[src/rtl/id_exe_reg.sv]
// -----------------------------------------------------------------------------
// id_exe_reg
// Pipeline register between the ARM decode (ID) and execute (EXE) stages.
// Every field from decode is captured on the rising clock edge. Two pipeline
// controls act on the slot: freeze holds everything (whole-pipeline stall) and
// flush replaces the slot with an all-zero, invalid entry (taken branch in EXE).
// Edge priority: rst > freeze > flush > load.
//
// Optional feature macro: ID_EXE_PERF_EN
//   When defined, adds perf_clr (input) and three saturating CNT_W-bit event
//   counters: perf_flush_cnt, perf_freeze_cnt, perf_bubble_cnt.
//
// Ports:
//   clk, rst            clock (rising edge), asynchronous active-high reset
//   freeze, flush       pipeline hold / bubble-insert controls
//   *_in                decoded control vector, operands, immediates, PC, tags,
//                       NZCV status from ID
//   wb_en .. status     registered copies of the *_in fields, same widths
//   valid               slot holds a non-flushed instruction
//   bubble              slot is valid but its control vector is all zero
//   perf_*              event counters and clear (ID_EXE_PERF_EN only)
// -----------------------------------------------------------------------------
module id_exe_reg #(
    parameter int DATA_W = 32,
    parameter int CNT_W  = 16
) (
    input  logic              clk,
    input  logic              rst,
    input  logic              freeze,
    input  logic              flush,
    input  logic              wb_en_in,
    input  logic              mem_r_en_in,
    input  logic              mem_w_en_in,
    input  logic [3:0]        exe_cmd_in,
    input  logic              b_in,
    input  logic              s_in,
    input  logic [DATA_W-1:0] pc_in,
    input  logic [DATA_W-1:0] val_rn_in,
    input  logic [DATA_W-1:0] val_rm_in,
    input  logic              imm_in,
    input  logic [11:0]       shift_operand_in,
    input  logic [23:0]       signed_imm_24_in,
    input  logic [3:0]        dest_in,
    input  logic [3:0]        src1_in,
    input  logic [3:0]        src2_in,
    input  logic [3:0]        status_in,
    output logic              wb_en,
    output logic              mem_r_en,
    output logic              mem_w_en,
    output logic [3:0]        exe_cmd,
    output logic              b,
    output logic              s,
    output logic [DATA_W-1:0] pc,
    output logic [DATA_W-1:0] val_rn,
    output logic [DATA_W-1:0] val_rm,
    output logic              imm,
    output logic [11:0]       shift_operand,
    output logic [23:0]       signed_imm_24,
    output logic [3:0]        dest,
    output logic [3:0]        src1,
    output logic [3:0]        src2,
    output logic [3:0]        status,
`ifdef ID_EXE_PERF_EN
    input  logic              perf_clr,
    output logic [CNT_W-1:0]  perf_flush_cnt,
    output logic [CNT_W-1:0]  perf_freeze_cnt,
    output logic [CNT_W-1:0]  perf_bubble_cnt,
`endif
    output logic              valid,
    output logic              bubble
);

    // A load whose control vector is entirely zero is a bubble: the slot is
    // occupied (valid) but the instruction has no architectural effect, e.g.
    // a hazard stall insert or a condition-failed instruction from decode.
    logic load_bubble_s;

    // Detect an all-zero control vector on the incoming instruction.
    always_comb begin
        load_bubble_s = ~(wb_en_in | mem_r_en_in | mem_w_en_in |
                          b_in | s_in | (|exe_cmd_in));
    end

    // Slot register: reset clears, freeze holds, flush zeroes, otherwise load.
    always_ff @(posedge clk or posedge rst) begin
        if (rst) begin
            wb_en         <= 1'b0;
            mem_r_en      <= 1'b0;
            mem_w_en      <= 1'b0;
            exe_cmd       <= 4'd0;
            b             <= 1'b0;
            s             <= 1'b0;
            pc            <= {DATA_W{1'b0}};
            val_rn        <= {DATA_W{1'b0}};
            val_rm        <= {DATA_W{1'b0}};
            imm           <= 1'b0;
            shift_operand <= 12'd0;
            signed_imm_24 <= 24'd0;
            dest          <= 4'd0;
            src1          <= 4'd0;
            src2          <= 4'd0;
            status        <= 4'd0;
            valid         <= 1'b0;
            bubble        <= 1'b0;
        end else if (!freeze) begin
            // Freeze wins over flush: the frozen EXE stage re-presents its
            // flush once freeze drops, so nothing is lost by ignoring it here.
            if (flush) begin
                wb_en         <= 1'b0;
                mem_r_en      <= 1'b0;
                mem_w_en      <= 1'b0;
                exe_cmd       <= 4'd0;
                b             <= 1'b0;
                s             <= 1'b0;
                pc            <= {DATA_W{1'b0}};
                val_rn        <= {DATA_W{1'b0}};
                val_rm        <= {DATA_W{1'b0}};
                imm           <= 1'b0;
                shift_operand <= 12'd0;
                signed_imm_24 <= 24'd0;
                dest          <= 4'd0;
                src1          <= 4'd0;
                src2          <= 4'd0;
                status        <= 4'd0;
                valid         <= 1'b0;
                bubble        <= 1'b0;
            end else begin
                wb_en         <= wb_en_in;
                mem_r_en      <= mem_r_en_in;
                mem_w_en      <= mem_w_en_in;
                exe_cmd       <= exe_cmd_in;
                b             <= b_in;
                s             <= s_in;
                pc            <= pc_in;
                val_rn        <= val_rn_in;
                val_rm        <= val_rm_in;
                imm           <= imm_in;
                shift_operand <= shift_operand_in;
                signed_imm_24 <= signed_imm_24_in;
                dest          <= dest_in;
                src1          <= src1_in;
                src2          <= src2_in;
                status        <= status_in;
                valid         <= 1'b1;
                bubble        <= load_bubble_s;
            end
        end
    end

`ifdef ID_EXE_PERF_EN
    // Increment that sticks at all-ones instead of wrapping to zero.
    function automatic logic [CNT_W-1:0] sat_inc(input logic [CNT_W-1:0] v);
        sat_inc = (&v) ? v : (v + {{(CNT_W-1){1'b0}}, 1'b1});
    endfunction

    // Event counters; perf_clr overrides any increment in the same cycle.
    always_ff @(posedge clk or posedge rst) begin
        if (rst) begin
            perf_flush_cnt  <= {CNT_W{1'b0}};
            perf_freeze_cnt <= {CNT_W{1'b0}};
            perf_bubble_cnt <= {CNT_W{1'b0}};
        end else if (perf_clr) begin
            perf_flush_cnt  <= {CNT_W{1'b0}};
            perf_freeze_cnt <= {CNT_W{1'b0}};
            perf_bubble_cnt <= {CNT_W{1'b0}};
        end else begin
            if (flush && !freeze) begin
                perf_flush_cnt <= sat_inc(perf_flush_cnt);
            end
            if (freeze) begin
                perf_freeze_cnt <= sat_inc(perf_freeze_cnt);
            end
            // Only a real load (no freeze, no flush) can insert a bubble.
            if (!freeze && !flush && load_bubble_s) begin
                perf_bubble_cnt <= sat_inc(perf_bubble_cnt);
            end
        end
    end
`endif

endmodule

[config.mk]
export PLATFORM = sky130hd
export DESIGN_NAME = id_exe_reg
export DESIGN_NICKNAME = d
export VERILOG_FILES = /design/src/rtl/id_exe_reg.sv
export SDC_FILE = /design/constraint.sdc
export NUM_CORES = 1
export LEC_CHECK = 0
export BUFFER_PORTS_ARGS = -buffer_cell sky130_fd_sc_hd__clkbuf_2
export CAP_MARGIN = 20
export CORE_AREA = 2 2 124 126
export CTS_CLUSTER_DIAMETER = 60
export DETAILED_ROUTE_END_ITERATION = 16
export DIE_AREA = 0 0 126 128
export PLACE_DENSITY = 0.72
export SLEW_MARGIN = 20
export SYNTH_ARGS = -nofsm -noshare
export SYNTH_HDL_FRONTEND = slang
export SYNTH_SLANG_ARGS = --single-unit
[constraint.sdc]
create_clock -name clk -period 5.15 [get_ports clk]
set_input_delay 0 -clock clk [delete_from_list [all_inputs] [get_ports clk]]
set_output_delay 0 -clock clk [all_outputs]
set_load 0.03 [all_outputs]
==> reports/metrics.csv, run 1 <==
metric,value,unit
grt_first_pass_wirelength,29200,um
worstSetupStartpointType,input pin,
first_pass_iters,4,
cts_tree,built,
slowest_stage,buf_4,
layout.area.seq,0.00400,sq mm
min_path_cells,2,
finalInstanceArea,0.00954,sq mm
final_cells,1035,
maxSlewHeadroom,0.406,
yosysWarnings,0,
ys_seq_area_frac,0.701,
dp.cells,842,
synth.most_common_cell,dfrtp_1,
cts_inserted_buffers,17,
worstSetupPathType,input pin to register,
grt_pass1_vias,5612,
cap_violations,0,
synth_ff_type,dfrtp_1,
portBuffers,321,
cts_resized,0,
finClkSkew,0,ns
rows,45,
dp_slack,2.96,ns
cts-root-buf,clkbuf_16,
crit_arrival,2.37,ns
place_area,0.00735,sq mm
setup_tns,0,ns
rsz0062_at_grt,no,
cts.path.max_buffers,2,
viasPerCell,5.09,
hold_viol,0,
die-area,0.0161,sq mm
grt.overflow.total,0,
syn_to_final_growth,67.1,%
syn_area,0.00571,sq mm
cts.sinks,160,
synth_top_area_frac,0.701,
antenna_cells,0,
syn_inst,364,
min_period,2.02,ns
worstSkewPairLatency,0.41,ns
ir_worst_vdd,0.204,mV
async_reset_ff_frac,1.00,
setup_violations,0,
report.final.slew_viol_count,0,
hold_buffers,161,
synth_edf_count,0,
hpwl,10800,um
whs,0.265,ns
cp_max_fo,62,
worst_slew_pin_slew,0.891,ns
p_leak,5.07,nW
antenna_found_initial,0,
gp_congestion,0.793,
layout-drive-gt1-share,0.423,
synth_top_cell_by_area,dfrtp_1,
grt_usage,0.231,
drt_iter0_markers,247,
critPathMaxStageDelay,0.56,ns
cp-end-kind,register,
ios,322,
post-cts-setup-buffers,0,
outcome,"complete, no violations",
yosys-top-cells-count,"160 x dfrtp_1, 157 x a22o_1, 13 x buf_6",
syn_area_per_cell,15.7,sq um
hold_class,input pin to register,
cts.reportedPaths.clkPinSlew,0.07,ns
fmax,494,MHz
rr_worst_depth,3,
die_h,128,um
core,0.0149,sq mm
fin_nets,996,
path_cells,"dlygate4sd3_1, clkbuf_2, nor2_8, buf_12, buf_4, a22o_1",
num_vias,5265,
n_fill_cell,1049,
multi_input_area,0.00145,sq mm
drt-total-wl,18700,um
power,3.29,mW
drc,0,
syn_nets,526,
htreeDepth,4,
initial_utilization,0.384,
die_w,126,um
grt_max_degree,104,
wire_per_inst,18.1,um
final_core_util,0.642,
synth.area.top_cells,"dfrtp_1 70%, a22o_1 24%, buf_6 2.6%",
timing.final.ws_setup,3.13,ns
fin_crit_sh,0.393,
yosysUniqueCellTypes,15,
ys_seq_elements,160,
power_per_cell_area,344,mW/mm^2
crit_required,5.50,ns
ant_nets,0,
report_power, final:
part	internal [mW]	switching [mW]
logic	0.263	0.379
clock network	0.722	0.504
registers	1.35	0.0637
logic make-up after synthesis:
group	Yosys count	share of synthesized area
flip-flops	160	0.701
AO/OA/AOI/OAI	159	0.243
buffers and inverters	36	0.0451
AND/OR/NAND/NOR	9	0.0105
sequential cells by signal, indices dropped and copies added (netlist names), 4 cells and up:
signal         cells
src2               4
signed_imm_24     24
dest               4
val_rn            32
shift_operand     12
src1               4
pc                32
status             4
exe_cmd            4
val_rm            32
worst paths after layout:
| kind | from | end | slack [ns] |
|---|---|---|---|
| setup / recovery | flush | signed_imm_24[0]$_DFFE_PP0N_ | 3.13 |
| hold / removal | freeze | pc[30]$_DFFE_PP0N_ | 0.26 |
| max in group asynchronous | rst | pc[22]$_DFFE_PP0N_ | 3.52 |
| min in group asynchronous | rst | pc[4]$_DFFE_PP0N_ | 0.35 |
| setup reg to reg | exe_cmd[2]$_DFFE_PP0N_ | exe_cmd[2]$_DFFE_PP0N_ | 3.98 |
| hold reg to reg | valid$_DFFE_PP0N_ | valid$_DFFE_PP0N_ | 0.49 |
metal layers:
| metal | vias to the layer above | track usage | wire length, um |
|---|---|---|---|
| met4 | 0 | 0.117 | 636 |
| met1 | 2610 | 0.264 | 7170 |
| met5 | - | 0 | 0 |
| met2 | 263 | 0.403 | 9750 |
| met3 | 52 | 0.0576 | 1160 |
| li1 | 2340 | - | - |
layout by cell type, fill, tap and decap left out:
| master | instances |
|---|---|
| a21o_1 | 1 |
| nand2b_1 | 1 |
| dlygate4sd3_1 | 161 |
| buf_12 | 1 |
| a22o_1 | 157 |
| clkinv_2 | 1 |
| dfrtp_1 | 160 |
| clkbuf_16 | 17 |
| nor4_1 | 2 |
| clkbuf_1 | 1 |
| buf_4 | 4 |
| clkinvlp_4 | 4 |
| nor2_8 | 1 |
| o21ai_1 | 1 |
| nor3_1 | 1 |
| nand2_1 | 3 |
| clkbuf_8 | 4 |
| inv_6 | 4 |
| clkbuf_2 | 320 |
| nand3_1 | 1 |
| bufinv_16 | 1 |
| clkinv_4 | 1 |
critical path: cells and delay by family:
family / cells / cell delay, ns
buffers and inverters: 4 / 1.60
AO/OA/AOI/OAI: 1 / 0.24
AND/OR/NAND/NOR: 1 / 0.46
final cells by class:
| type | instances | area share |
|---|---|---|
| Timing Repair Buffer | 486 | 0.342 |
| Multi-Input combinational cell | 168 | 0.152 |
| Clock buffer | 22 | 0.0507 |
| Inverter | 1 | 0.000918 |
| Clock inverter | 10 | 0.0105 |
| Tap cell | 188 | 0.0246 |
| Sequential cell | 160 | 0.420 |
(Power assumes the default switching activity.)
==> run 2: changes to the inputs <==
==> constraint.sdc (replaced) <==
create_clock -name clk -period 2.1 [get_ports clk]
set_input_delay 0 -clock clk [delete_from_list [all_inputs] [get_ports clk]]
set_output_delay 0 -clock clk [all_outputs]
set_load 0.03 [all_outputs]
==> run 2 against run 1 <==
  * First-iteration DRC count is 11% higher
  * Critical path type unchanged
  * Total power grew to 2.5 times the previous value
  * Routed wire length is 0.18% lower
  * Combinational power is 150% higher
  * Count of clock-buffer cells in the layout is 1 lower
  * Final area is 0.94% higher
  * Critical endpoint is now exe_cmd[2]$_DFFE_PP0N_
  * Core utilization is 0.61 points higher
  * Worst setup slack worse by 2.3 ns
  * Clock power grew to 2.6 times the previous value
  * Largest cell class unchanged
  * Clock skew stayed put
==> reports/metrics.csv, run 2 (same netlist as run 1, synthesis figures left out) <==
metric,value,unit,change
ios,322,,unchanged
worst_slew_pin_slew,1.04,ns,+0.148 ns
critPathMaxStageDelay,0.64,ns,+0.08 ns
antenna_found_initial,0,,unchanged
crit_path_frequent_cell,buf_4,,
worstSkewPairLatency,0.41,ns,about the same
fmax,760,MHz,
fin_crit_sh,0.627,,
ir_worst_vdd,0.494,mV,+140%
drt-total-wl,18700,um,-0.18%
die_h,128,um,unchanged
cts-root-buf,clkbuf_16,,
drt_iter0_markers,273,,+11%
multi_input_area,0.00145,sq mm,unchanged
mostFrequentLayoutCells,"320 x clkbuf_2, 160 x dfrtp_1, 160 x dlygate4sd3_1",,
critical_path.top_delay_family,buffers and inverters,,
drc,0,,unchanged
cap_violations,0,,unchanged
grt_use_met2,0.397,,-0.00633
rows,45,,unchanged
hpwl,11100,um,+3.0%
reg.largest.list,"pc x32, val_rm x32, val_rn x32",,
p_leak,5.11,nW,+0.78%
grt_use_met1,0.267,,+0.00319
crit_required,2.39,ns,-3.11 ns
final_core_util,0.648,,+0.00606
die_w,126,um,unchanged
num_vias,5216,,-0.93%
post-cts-setup-buffers,0,,unchanged
setup_tns,0,ns,unchanged
path_cells,"buf_4, buf_4, nand2b_1, o21ai_1, dlygate4sd3_1",,
syn_to_final_growth,68.7,%,
cts.path.max_buffers,2,,unchanged
fin_nets,1000,,+0.40%
grt_use_met3,0.0601,,+0.00250
power,8.29,mW,+150%
grt_usage,0.229,,-0.00177
report.final.slew_viol_count,0,,unchanged
finClkSkew,0,ns,unchanged
power_per_cell_area,860,mW/mm^2,+150%
grt_first_pass_wirelength,29000,um,-0.73%
gp_congestion,0.799,,+0.74%
worstSetupPathType,input pin to register,,
rsz0062_at_grt,no,,
grt_max_degree,83,,-20%
grt.overflow.total,0,,unchanged
layout-drive-gt1-share,0.425,,+0.00204
path_buf_inv,3,,-1
die-area,0.0161,sq mm,unchanged
ant_nets,0,,unchanged
layout.area.seq,0.00400,sq mm,unchanged
hold_class,input pin to register,,
layout_commonest_cell,clkbuf_2,,
min_period,1.32,ns,
setup_violations,0,,unchanged
wire_per_inst,18.0,um,-0.57%
hold_viol,0,,unchanged
cp-end-kind,register,,
cts_inserted_buffers,17,,unchanged
viasPerCell,5.02,,-1.3%
initial_utilization,0.384,,unchanged
cts.sinks,160,,unchanged
first_pass_iters,4,,unchanged
slowest_stage,buf_4,,
core,0.0149,sq mm,unchanged
busiest_layer,met2,,
grt_pass1_vias,5530,,-1.5%
n_fill_cell,1037,,-1.1%
worstSetupStartpointType,input pin,,
portBuffers,321,,unchanged
cts_tree,built,,
crit_arrival,1.61,ns,-0.76 ns
htreeDepth,4,,unchanged
outcome,"complete, no violations",,
cp_max_fo,81,,+31%
maxSlewHeadroom,0.307,,-0.0986
cts.reportedPaths.clkPinSlew,0.06,ns,about the same
## run 2: path summary, 6_finish.rpt
check | start | endpoint | slack [ns] | depth (start not counted)
hold / removal | flush | bubble$_DFFE_PP0N_ | 0.04 | 4
hold reg to reg | valid$_DFFE_PP0N_ | valid$_DFFE_PP0N_ | 0.48 | 1
setup / recovery | freeze | exe_cmd[2]$_DFFE_PP0N_ | 0.78 | 5
min in group asynchronous | rst | val_rn[6]$_DFFE_PP0N_ | 0.22 | 3
max in group asynchronous | rst | pc[24]$_DFFE_PP0N_ | 1.21 | 4
setup reg to reg | exe_cmd[2]$_DFFE_PP0N_ | exe_cmd[2]$_DFFE_PP0N_ | 0.85 | 3
## run 2: layout make-up
class | instances | share of cell area
Multi-Input combinational cell | 168 | 0.150
Antenna cell | 1 | 0.000260
Sequential cell | 160 | 0.416
Inverter | 1 | 0.000779
Timing Repair Buffer | 490 | 0.344
Clock inverter | 10 | 0.0166
Clock buffer | 21 | 0.0478
Tap cell | 188 | 0.0244
## run 2: per-stage QoR
step / std cells / hold slack (ns) / setup slack [ns] / cell area, sq um
CTS: 1038 / 0.0479 / 0.786 / 9630
global route: 1038 / 0.0642 / 0.695 / 9630
detailed placement: 847 / 0.103 / 0.394 / 7410
finish: 1039 / 0.0439 / 0.784 / 9630
floorplan: 364 / 0.0906 / 0.0712 / 5710
global placement: 847 / 0.104 / 0.497 / 7410
## run 2: worst min-delay path, cell delays in order
cell and delay [ns]:
clkbuf_2 0.20, nor4_1 0.11, nand3_1 0.06, nand2_1 0.04
## run 2: report_power, final
part	internal [mW]	switching, mW
registers	3.32	0.155
clock network	2.04	1.18
logic	0.655	0.933
## run 2: metal layers
| layer | up-vias | share of wire |
|---|---|---|
| met5 | - | 0 |
| met4 | 0 | 0.033 |
| met3 | 51 | 0.066 |
| met2 | 258 | 0.52 |
| met1 | 2558 | 0.38 |
| li1 | 2349 | - |
## run 2: repair_timing
item	CTS	global route
gates resized for setup	0	0
endpoints found under the setup margin	0	0
endpoints found under the hold margin	179	0
hold buffers	160	0
==> run 3: changes to the inputs <==
--- a/config.mk
+++ b/config.mk
@@ -7,11 +7,11 @@
 export LEC_CHECK = 0
 export BUFFER_PORTS_ARGS = -buffer_cell sky130_fd_sc_hd__clkbuf_2
 export CAP_MARGIN = 20
-export CORE_AREA = 2 2 124 126
+export CORE_AREA = 2 2 127 129
 export CTS_CLUSTER_DIAMETER = 60
 export DETAILED_ROUTE_END_ITERATION = 16
-export DIE_AREA = 0 0 126 128
-export PLACE_DENSITY = 0.72
+export DIE_AREA = 0 0 129 131
+export PLACE_DENSITY = 0.71
 export SLEW_MARGIN = 20
 export SYNTH_ARGS = -nofsm -noshare
 export SYNTH_HDL_FRONTEND = slang
==> constraint.sdc (replaced) <==
create_clock -name clk -period 1.15 [get_ports clk]
set_input_delay 0 -clock clk [delete_from_list [all_inputs] [get_ports clk]]
set_output_delay 0 -clock clk [all_outputs]
set_load 0.03 [all_outputs]
==> run 3 against run 2 <==
  * Sequential share of layout area decreased by 0.42 points
  * Largest cell class unchanged
  * Total power increased by 82%
  * Critical path type is now register to output port
  * Final area increased by 1.0%
  * Non-clock buffer count increased by 1
==> reports/metrics.csv, run 3 (same netlist as run 1, synthesis figures left out) <==
metric,value,unit,change
outcome,"complete, no violations",,
path_cells,clkbuf_2,,
place_area,0.00751,sq mm,+1.3%
finClkSkew,0,ns,unchanged
worstSetupPathType,register to output port,,
slowest_stage,dfrtp_1,,
layout-drive-gt1-share,0.427,,+0.00252
mostFrequentLayoutCells,"320 x clkbuf_2, 161 x dlygate4sd3_1, 160 x dfrtp_1",,
first_pass_iters,4,,unchanged
power,15.1,mW,+82%
min_period,1.06,ns,
path_buf_inv,1,,-2
crit_required,1.15,ns,-1.24 ns
cts_resized,0,,unchanged
r2r_slack,0.37,ns,-0.48 ns
dp_slack,0.260,ns,-0.134 ns
fmax,945,MHz,
critPathMaxStageDelay,0.41,ns,-0.23 ns
grt_max_degree,74,,-11%
critical_path.top_delay_family,flip-flops,,
timing.final.ws_setup,0.0923,ns,-0.692 ns
worst_slew_pin_slew,0.345,ns,-0.694 ns
rows,46,,+2.2%
fin_nets,1001,,+0.10%
hold_class,input pin to async pin,,
syn_to_final_growth,70.5,%,
drc,0,,unchanged
dp.cells,875,,+3.3%
cap_violations,0,,unchanged
die_h,131,um,+2.3%
core,0.0156,sq mm,+4.9%
setup_violations,0,,unchanged
fin_crit_sh,0.920,,
die_w,129,um,+2.4%
wire_per_inst,18.3,um,+1.5%
p_leak,5.14,nW,+0.65%
final_cells,1070,,+3.0%
cts.reportedPaths.clkPinSlew,0.07,ns,about the same
hold_buffers,161,,+0.63%
finalInstanceArea,0.00973,sq mm,+1.0%
ir_worst_vdd,0.967,mV,+96%
cts_tree,built,,
initial_utilization,0.366,,-0.0181
gp_congestion,0.773,,-3.2%
crit_arrival,1.06,ns,-0.55 ns
layout_commonest_cell,clkbuf_2,,
hpwl,11600,um,+4.4%
ios,322,,unchanged
power_per_cell_area,1550,mW/mm^2,+81%
drt-total-wl,19500,um,+4.6%
maxSlewHeadroom,0.770,,+0.463
rsz0062_at_grt,no,,
post-cts-setup-buffers,0,,unchanged
grt_usage,0.226,,-0.00301
report.final.slew_viol_count,0,,unchanged
die-area,0.0169,sq mm,+4.8%
reg.largest.list,"pc x32, val_rm x32, val_rn x32",,
cts-root-buf,clkbuf_16,,
antenna_found_initial,1,,+1
cts.path.max_buffers,2,,unchanged
setup_tns,0,ns,unchanged
worstSkewPairLatency,0.43,ns,+0.02 ns
num_vias,5328,,+2.1%
grt.overflow.total,0,,unchanged
grt_first_pass_wirelength,29100,um,+0.40%
cts_inserted_buffers,17,,unchanged
grt_pass1_vias,5620,,+1.6%
cp_max_fo,2,,-98%
drt_iter0_markers,239,,-12%
ant_nets,0,,unchanged
cp-end-kind,output port,,
worstSetupStartpointType,register,,
hold_viol,0,,unchanged
viasPerCell,4.98,,-0.81%
cts.sinks,160,,unchanged
htreeDepth,4,,unchanged
portBuffers,321,,unchanged
-- run 3: cell type report --
class	count	area, sq um
Antenna cell	2	5.00
Clock buffer	18	439
Clock inverter	14	170
Fill cell	1154	5870
Inverter	1	7.51
Multi-Input combinational cell	168	1450
Sequential cell	160	4000
Tap cell	216	270
Timing Repair Buffer	491	3390
-- run 3: worst paths after layout --
path                                          end                   from  depth (start not counted)
max                                     val_rn[6]  val_rn[6]$_DFFE_PP0N_                          1
min                        val_rn[18]$_DFFE_PP0N_                    rst                          3
max reg2reg                 val_rn[6]$_DFFE_PP0N_  val_rn[6]$_DFFE_PP0N_                          1
min reg2reg                    bubble$_DFFE_PP0N_     bubble$_DFFE_PP0N_                          2
max in group asynchronous      bubble$_DFFE_PP0N_                    rst                          4
min in group clk               pc[24]$_DFFE_PP0N_              pc_in[24]                          3
-- run 3: power by group --
| part | total [mW] | switching (mW) | internal [mW] | leakage [nW] |
|---|---|---|---|---|
| Sequential | 6.34 | 0.277 | 6.06 | 2.08 |
| Combinational | 2.95 | 1.72 | 1.22 | 2.76 |
| Clock | 5.84 | 2.49 | 3.35 | 0.300 |
-- run 3: routing by layer --
layer	vias to the layer above	GRT usage	share of wire
met4	0	0.125	0.039
met5	-	0	0
met2	270	0.393	0.52
li1	2364	-	-
met1	2636	0.251	0.38
met3	58	0.0643	0.064
-- run 3: metrics by stage --
step                      utilization  hold slack [ns]
after detailed placement        0.481          -0.0252
after global routing            0.624            0.117
final                           0.624            0.111
after floorplan                     -           0.0906
after CTS                       0.624           0.0865
after global placement          0.481          -0.0305
